===== config.mk =====
export PLATFORM = sky130hd
export DESIGN_NAME = mem_slot_scheduler
export DESIGN_NICKNAME = d
export VERILOG_FILES = /design/src/rtl/mem_slot_scheduler.sv
export SDC_FILE = /design/constraint.sdc
export NUM_CORES = 1
export LEC_CHECK = 0
export CELL_PAD_IN_SITES_DETAIL_PLACEMENT = 1
export CELL_PAD_IN_SITES_GLOBAL_PLACEMENT = 1
export CORE_MARGIN = 8
export CORE_UTILIZATION = 25
export DETAILED_ROUTE_END_ITERATION = 8
export PLACE_DENSITY = 0.84
export SYNTH_ARGS = -nofsm -noshare
export SYNTH_HDL_FRONTEND = slang
export SYNTH_SLANG_ARGS = --single-unit

===== constraint.sdc =====
create_clock -name clk -period 2.1 [get_ports clk]
set_input_delay 0.63 -clock clk [delete_from_list [all_inputs] [get_ports clk]]
set_output_delay 0.63 -clock clk [all_outputs]
set_load 0.05 [all_outputs]

===== src/rtl/mem_slot_scheduler.sv =====
// rtl/mem_slot_scheduler.sv - four-slot time-division arbiter for the shared RAM/ROM data bus
//
// Purpose:
//   Rotates a fixed four-slot schedule, advancing one slot per cep.
//   Slot 0 goes to video when it is requested, otherwise to the CPU.
//   Slots 1 and 3 always go to the CPU.
//   Slot 2 is shared between sound and the two floppy DMA readers; the CPU gets it when none of them is pending.
//   memAddr, memOE and cpuBusControl are issued on the cep that enters a slot.
//   The owner's data strobe is raised on the cep that ends that slot.
//
// Ports:
//   clk, _reset         system clock, synchronous active-low reset
//   cep                 slot-advance enable
//   videoReq/Addr       video fetch request and address
//   cpuAddr             CPU bus address
//   soundReq/Addr       sound sample fetch request and address
//   dskReqInt/Ext       internal/external floppy read requests
//   dskReadAddrInt/Ext  internal/external floppy read addresses
//   memAddr, memOE      registered memory address and read strobe
//   cpuBusControl       CPU owns the bus this slot
//   videoLatch, loadSound, dskReadAckInt, dskReadAckExt
//                       memoryDataIn holds that requester's data this slot
//   slot                current slot index
module mem_slot_scheduler #(
  parameter int ADDR_W     = 22,
  parameter int STARVE_MAX = 3
) (
  input  logic              clk,
  input  logic              _reset,
  input  logic              cep,
  input  logic              videoReq,
  input  logic [ADDR_W-1:0] videoAddr,
  input  logic [ADDR_W-1:0] cpuAddr,
  input  logic              soundReq,
  input  logic [ADDR_W-1:0] soundAddr,
  input  logic              dskReqInt,
  input  logic [ADDR_W-1:0] dskReadAddrInt,
  input  logic              dskReqExt,
  input  logic [ADDR_W-1:0] dskReadAddrExt,
  output logic [ADDR_W-1:0] memAddr,
  output logic              memOE,
  output logic              cpuBusControl,
  output logic              videoLatch,
  output logic              loadSound,
  output logic              dskReadAckInt,
  output logic              dskReadAckExt,
  output logic [1:0]        slot
);

  typedef enum logic [2:0] {
    OWN_NONE,
    OWN_CPU,
    OWN_VID,
    OWN_SND,
    OWN_DINT,
    OWN_DEXT
  } owner_t;

  localparam logic       LAST_INT   = 1'b0;
  localparam logic       LAST_EXT   = 1'b1;
  localparam logic [3:0] STARVE_LIM = 4'(STARVE_MAX);

  owner_t            owner;
  owner_t            ownerNext;
  logic [1:0]        slotNext;
  logic [ADDR_W-1:0] addrNext;
  logic              oeNext;
  logic              cpuNext;
  logic [3:0]        starve;
  logic [3:0]        starveNext;
  logic              lastDisk;
  logic              lastDiskNext;
  logic              diskPend;
  logic              pickExt;

  always_comb begin
    slotNext     = slot + 2'd1;
    diskPend     = dskReqInt | dskReqExt;
    // With both drives pending, the grant goes to the drive that did not win last time.
    pickExt      = dskReqExt & (~dskReqInt | (lastDisk == LAST_INT));
    ownerNext    = OWN_NONE;
    addrNext     = memAddr;
    oeNext       = 1'b0;
    cpuNext      = 1'b0;
    starveNext   = starve;
    lastDiskNext = lastDisk;

    unique case (slotNext)
      2'd0: ownerNext = videoReq ? OWN_VID : OWN_CPU;
      2'd2: begin
        // Disk wins when sound is idle, or when disk has been starved long enough.
        if (diskPend && ((starve == STARVE_LIM) || !soundReq)) begin
          ownerNext = pickExt ? OWN_DEXT : OWN_DINT;
        end else if (soundReq) begin
          ownerNext = OWN_SND;
        end else begin
          ownerNext = OWN_CPU;
        end
      end
      default: ownerNext = OWN_CPU;
    endcase

    case (ownerNext)
      OWN_CPU: begin
        addrNext = cpuAddr;
        oeNext   = 1'b1;
        cpuNext  = 1'b1;
      end
      OWN_VID: begin
        addrNext = videoAddr;
        oeNext   = 1'b1;
      end
      OWN_SND: begin
        addrNext = soundAddr;
        oeNext   = 1'b1;
      end
      OWN_DINT: begin
        addrNext     = dskReadAddrInt;
        oeNext       = 1'b1;
        lastDiskNext = LAST_INT;
      end
      OWN_DEXT: begin
        addrNext     = dskReadAddrExt;
        oeNext       = 1'b1;
        lastDiskNext = LAST_EXT;
      end
      default: ;
    endcase

    // Count only slot-2 losses to sound while disk is waiting.
    if (slotNext == 2'd2) begin
      if ((ownerNext == OWN_SND) && diskPend) begin
        starveNext = (starve >= STARVE_LIM) ? STARVE_LIM : starve + 4'd1;
      end else begin
        starveNext = 4'd0;
      end
    end
  end

  always_ff @(posedge clk) begin
    if (!_reset) begin
      slot          <= 2'd0;
      memAddr       <= '0;
      memOE         <= 1'b0;
      cpuBusControl <= 1'b0;
      videoLatch    <= 1'b0;
      loadSound     <= 1'b0;
      dskReadAckInt <= 1'b0;
      dskReadAckExt <= 1'b0;
      owner         <= OWN_NONE;
      starve        <= 4'd0;
      lastDisk      <= LAST_EXT;
    end else if (cep) begin
      // Strobes report the owner of the slot that is ending.
      videoLatch    <= (owner == OWN_VID);
      loadSound     <= (owner == OWN_SND);
      dskReadAckInt <= (owner == OWN_DINT);
      dskReadAckExt <= (owner == OWN_DEXT);
      slot          <= slotNext;
      owner         <= ownerNext;
      memAddr       <= addrNext;
      memOE         <= oeNext;
      cpuBusControl <= cpuNext;
      starve        <= starveNext;
      lastDisk      <= lastDiskNext;
    end
  end

endmodule

# --- Word-level counts from Yosys, hierarchy flattened ---
# Index checks and enable logic that the tools add are counted.
word_totals:
  ff_bits: 38
  in_bits: 117
  out_inout_bits: 30
  word_cells: 52
classes:
  n_addsub: 2
  n_lt_le_gt_ge: 1
  n_eq_ne: 11
  n_mux: 11
  bitwise_logic: 5
  reduce_logical: 11
ops:
  columns: ["operator", "n"]
  rows:
  - ["22-bit one-hot mux with 5 select lines", 1]
  - ["3-bit by 2-bit == test with 1-bit output (second input constant)", 4]
  - ["3-bit == test (second input constant)", 4]
  - ["4-bit two-way mux", 2]
  - ["3-bit one-hot mux with 2 select lines", 1]
  - ["2-bit AND reduction", 3]
  - ["5-bit nonzero test", 1]
  - ["5-bit OR reduction", 1]
  - ["4-bit by 1-bit adder with 4-bit output (second input constant)", 1]
  - ["4-bit by 2-bit == test with 1-bit output (second input constant)", 1]
  - ["4-bit by 2-bit >= comparator with 1-bit output (second input constant)", 1]
  - ["2-bit two-way mux", 2]
  - ["3-bit by 1-bit == test with 1-bit output (second input constant)", 1]
  - ["1-bit two-way mux", 3]
  - ["3-bit two-way mux", 1]
  - ["2-bit by 1-bit adder with 2-bit output (second input constant)", 1]
  - ["2-bit == test (second input constant)", 1]
  - ["1-bit logical AND", 2]
  - ["2-bit zero test", 1]
  - ["1-bit inverter", 2]
  - ["1-bit bitwise OR", 2]
  - ["1-bit one-hot mux with 2 select lines", 1]
  - ["2-bit nonzero test", 1]
  - ["1-bit bitwise AND", 1]
  - ["2 further kinds", 2]

# --- Logic depth before layout (Yosys ltp) ---
depth:
  depth_word: 9
  depth_mapped: 9
  mapped_depth_nobuf: 7

# --- Worst setup path after synthesis ---
# OpenSTA, ideal clock, no wires.
synth_path:
  path_type: "register -> register"
  from: "register slot[0]"
  to: "register memAddr[3]"
  setup_ns: 0.120
  t_arrival_ns: 2.206
  required_time_ns: 1.980
  path_slack_ns: -0.226
  path_stages_with_launch: 9
  path_buffers: 3
  period_less_slack_ns: 2.326
  cell_sequence: "dfxtp_1 -> ha_1 -> buf_2 -> or3b_1 -> buf_2 -> buf_6 -> a221oi_2 -> o22ai_1 -> o31a_1"
synth_via:
  elab_chain_len: 6
  word_cells_on_any_way: 12
  classes_between: "1 x add/sub; 6 x eq/ne; 2 x mux; 3 x reduce/logical"
synth_lines:
  columns: ["item", "line_no", "rtl"]
  rows:
  - ["start: declaration", "47", "output logic [1:0] slot"]
  - ["start signal: assignment", "159", "slot <= slotNext;"]
  - ["2-bit by 1-bit adder with 2-bit output *", "77", "slotNext = slot + 2'd1;"]
  - ["2-bit == test / 2-bit zero test (equally long branches)", "88", "unique case (slotNext)"]
  - ["3-bit one-hot mux with 2 select lines *", "88", null]
  - ["3-bit by 2-bit == test with 1-bit output (tied with other cells)", "103", "case (ownerNext)"]
  - ["5-bit nonzero test (no line)", null, null]
  - ["2-bit AND reduction (no line)", null, null]
  - ["end signal: assignment", "161", "memAddr <= addrNext;"]
  - ["end: declaration", "40", "output logic [ADDR_W-1:0] memAddr,"]
# Mark *: on every way between the ends. The rest lies on a longest branch, timed or not.
# A chain may end at the register's enable or synchronous reset.

# --- Final worst setup path ---
layout_path:
  from: "input soundReq"
  to: "register memAddr[20]"
layout_via:
  elab_chain_len: 8
  word_cells_on_any_way: 14
  classes_between: "5 x eq/ne; 4 x mux; 5 x reduce/logical"
layout_lines:
  columns: ["item", "line_no", "rtl"]
  rows:
  - ["start: declaration", "34", "input logic soundReq,"]
  - ["1-bit zero test", "92", "if (diskPend && ((starve == STARVE_LIM) || !soundReq)) begin"]
  - ["1-bit logical OR", "92", null]
  - ["1-bit logical AND", "92", null]
  - ["3-bit two-way mux *", "92", null]
  - ["3-bit one-hot mux with 2 select lines *", "88", null]
  - ["3-bit by 2-bit == test with 1-bit output (tied with other cells)", "103", null]
  - ["5-bit nonzero test (no line)", null, null]
  - ["2-bit AND reduction (no line)", null, null]
# Marks and branches as above.

==> impl_metrics.csv <==
group,metric,value,unit
floorplanning,die_w,122,um
synthesis,yosys-top-cells-count,"dfxtp_1, nor2_1, o21ai_0, a21oi_1, inv_1",
clocking,clkSinkCount,38,
finish,synthToLayoutAreaGrowth,92.5,%
clocking,cts_tree,"yes",
timing,fmax,459,MHz
grt,first_global_vias,4276,
detailed_routing,wire_per_inst,23.0,um
placement,place.gp.congestion,0.860,
power_and_ir_drop,power.density,515,mW/mm2
power_and_ir_drop,p_switching,1.03,mW
clocking,cts_buffers,5,
finish,fillerInstances,1270,
power_and_ir_drop,seqPwrFrac,29.8,%
synthesis,synth_top_family_by_area,"compound AO/OA/AOI/OAI gates",
clocking,htree_levels,2,
hold_path,hold_path.class,"flip-flop to flip-flop",
synthesis,yosysUniqueCellTypes,44,
setup_path,worstPathMaxFanout,22,
setup_path,slowest_stage,"o31ai_1",
floorplanning,floorplan.initialDensity,25.8,%
floorplanning,dieArea,0.0149,mm2
finish,nets,657,
clocking,cts.reportedPaths.clkPinSlew,0.09,ns
detailed_routing,routed_wl,15.6,mm
timing,fin_crit_sh,104,%
detailed_routing,vias_per_cell,5.59,
synthesis,synth_compound_area_share,45.7,%
finish,layout.cells.non_filler,678,
placement,hpwl,10.8,mm
detailed_routing,dr.pass1.iters,4,
outcome,violations,"negative setup slack",
synthesis,yosysMostFrequentCell,"dfxtp_1",
synthesis,synth_ff_type,"dfxtp_1",
timing,setup_viol_count_final,22,
finish,seqCellArea,771,um2
synthesis,ys_warn_count,0,
synthesis,syn_area_per_cell,7.89,um2
synthesis,synthMuxAreaShare,0.757,%
clocking,clock_latency,0.30,ns
placement,io_buffers,146,
floorplanning,die_h,122,um
run,maxCapViolations,0,
detailed_routing,detail-route-antenna-nets,0,
timing,worst_pin_slew,0.553,ns
grt,grt_max_degree,29,
setup_path,crit_required,2.30,ns
placement,dp_cells,655,
timing,fin_crit,2.18,ns
power_and_ir_drop,sw_frac_of_total,37.0,%
power_and_ir_drop,share_comb_of_total_power,46.2,%
setup_path,setup.worst_path.end_class,"flip-flop",
clocking,hold_buffers,0,
finish,antenna_cells,0,
timing,hold_violations,0,
detailed_routing,drt_iter0_drc,172,
floorplanning,rows,38,
synthesis,async_reset_ff_share,0,%
timing,finClkSkew,0.00513,ns
setup_path,crit_family,"compound AO/OA/AOI/OAI gates",
grt,grt_pass1_wl,22.6,mm
grt,antenna_found_initial,1,
setup_path,critical_path_buf_inv_count,3,
placement,dp_slack,-0.591,ns
detailed_routing,drcViolationCount,0,
synthesis,synth_edf_count,0,
synthesis,synth.area.top_cells,"dfxtp_1, a221oi_2, o221ai_1, o31a_1, o22ai_1",
outcome,outcome,"finished with violations",
power_and_ir_drop,power_frac_clock,24.0,%
synthesis,synth_adder_area_share,1.34,%
synthesis,synthesis.area,0.00281,mm2
clocking,clockRootBuffer,"clkbuf_8",
finish,drive_gt1_share,32.2,%
timing,setup_ws,-0.0781,ns
grt,overflow,0,
synthesis,synth-seq-cells,38,
power_and_ir_drop,power_leakage,2.06,nW
synthesis,netlist_instances,356,
grt,grt_util_all_layers,19.1,%
clocking,cts_buffer_depth,2,
synthesis,synth-xor-area-share,0.312,%
setup_path,worstPathArrival,2.38,ns
floorplanning,core,0.0109,mm2
synthesis,synthSimpleGateAreaFrac,15.1,%
synthesis,syn_nets,476,
synthesis,ys_seq_area_share,27.1,%
setup_path,max_stage_delay,0.47,ns
setup_path,crit_chain,"dlygate4sd2_1 > buf_4 > o31ai_1 > nand2_1 > o2111ai_2 > buf_12 > o221ai_1 > o31a_1",
setup_path,crit_type,"input port to flip-flop",
synthesis,synth_top_area_share,27.1,%
finish,multi_input_area,0.00211,mm2
detailed_routing,vias,3788,
power_and_ir_drop,peakVddDrop,0.000384,V
timing,whs,0.508,ns
setup_path,worstSetupStartpointType,"input port",
finish,utilization,49.7,%
power_and_ir_drop,p_int,1.75,mW
synthesis,synth_area_leader_cell,"dfxtp_1",
timing,relSlewSlack,62.8,%
floorplanning,ios,147,
timing,drv_slew,0,
==> state kept, by name, indices dropped and copies added (netlist names) <==
| register | flops |
|---|---|
| cpuBusControl | 1 |
| starve | 4 |
| slot | 2 |
| owner | 3 |
| lastDisk | 1 |
| memAddr | 22 |
| memOE | 1 |
| dskReadAckInt | 1 |
| loadSound | 1 |
| dskReadAckExt | 1 |
| videoLatch | 1 |
==> cell families (layout without fill, tap and decap cells) <==
logic type | Yosys count | count (layout)
and+or+nand+nor | 84 | 84
AOI/OAI and AO/OA | 163 | 163
adders and majority gates | 3 | 3
buffers and inverters | 65 | 247
DFF | 38 | 38
muxes | 2 | 2
xor gates and xnor gates | 1 | 1
==> per-stage QoR <==
step	power (mW)	TNS [ns]	instance area (um2)
2_1_floorplan	1.41	0	2820
4_1_cts	2.69	-0.120	5050
6_report	2.78	-0.883	5410
3_5_place_dp	1.96	-12.96	4730
5_1_grt	2.90	-1.15	5410
3_3_place_gp	1.92	-11.43	4730
==> power by group through the flow <==
| stage | Sequential (mW) | Combinational (mW) | Clock (mW) |
|---|---|---|---|
| 3_3_place_gp | 0.839 | 1.08 | 0 |
| 4_1_cts | 0.826 | 1.18 | 0.682 |
| 3_5_place_dp | 0.843 | 1.11 | 0 |
| 6_report | 0.830 | 1.29 | 0.668 |
| 5_1_grt | 0.837 | 1.36 | 0.704 |
| 2_1_floorplan | 1.04 | 0.375 | 0 |
==> metal layers <==
| layer | up-vias | global-route usage (%) | wire length [um] |
|---|---|---|---|
| met5 | - | 0 | 13 |
| li1 | 1734 | - | - |
| met4 | 2 | 6.48 | 377 |
| met2 | 175 | 33.2 | 7520 |
| met1 | 1851 | 21.9 | 6500 |
| met3 | 26 | 5.55 | 1180 |
==> timing repair <==
item	in CTS	in global routing
cloned	2	4
endpoints found under the setup margin	23	22
resized for setup	30	45
pin swaps	10	8
buffers inserted	5	5
==> cell type report <==
class | count | area share (%)
Multi-Input combinational cell | 253 | 39.0
Tap cell | 140 | 3.24
Clock inverter | 2 | 0.694
Timing Repair Buffer | 213 | 39.7
Inverter | 26 | 1.80
Clock buffer | 6 | 1.34
Sequential cell | 38 | 14.3
==> cell usage in the layout (no fill, tap or decap), types with 17 or more instances in the layout <==
cell / count
inv_1: 26
clkdlybuf4s50_1: 112
buf_4: 76
o221ai_2: 17
a21oi_1: 18
dfxtp_1: 34
o22ai_1: 21
o21ai_0: 22
o31a_1: 22
nor2_1: 26
nand3_1: 22
==> final timing paths <==
kind	start	endpoint	slack, ns	cells after the start
setup / recovery	soundReq	memAddr[20]	-0.08	8
hold / removal	dskReadAckExt	dskReadAckExt	0.51	2
setup reg to reg	starve[1]	memAddr[20]	0.04	8
hold reg to reg	dskReadAckExt	dskReadAckExt	0.51	2
==> worst reg2reg max path, stage by stage (launching register included) <==
cell,delay (ns)
dfxtp_2,0.36
ha_4,0.15
or3b_4,0.42
a211oi_4,0.33
o21ai_4,0.10
buf_12,0.15
clkbuf_16,0.17
o221ai_1,0.18
o31a_1,0.15
No activity file was read; power rests on OpenSTA's default activity.
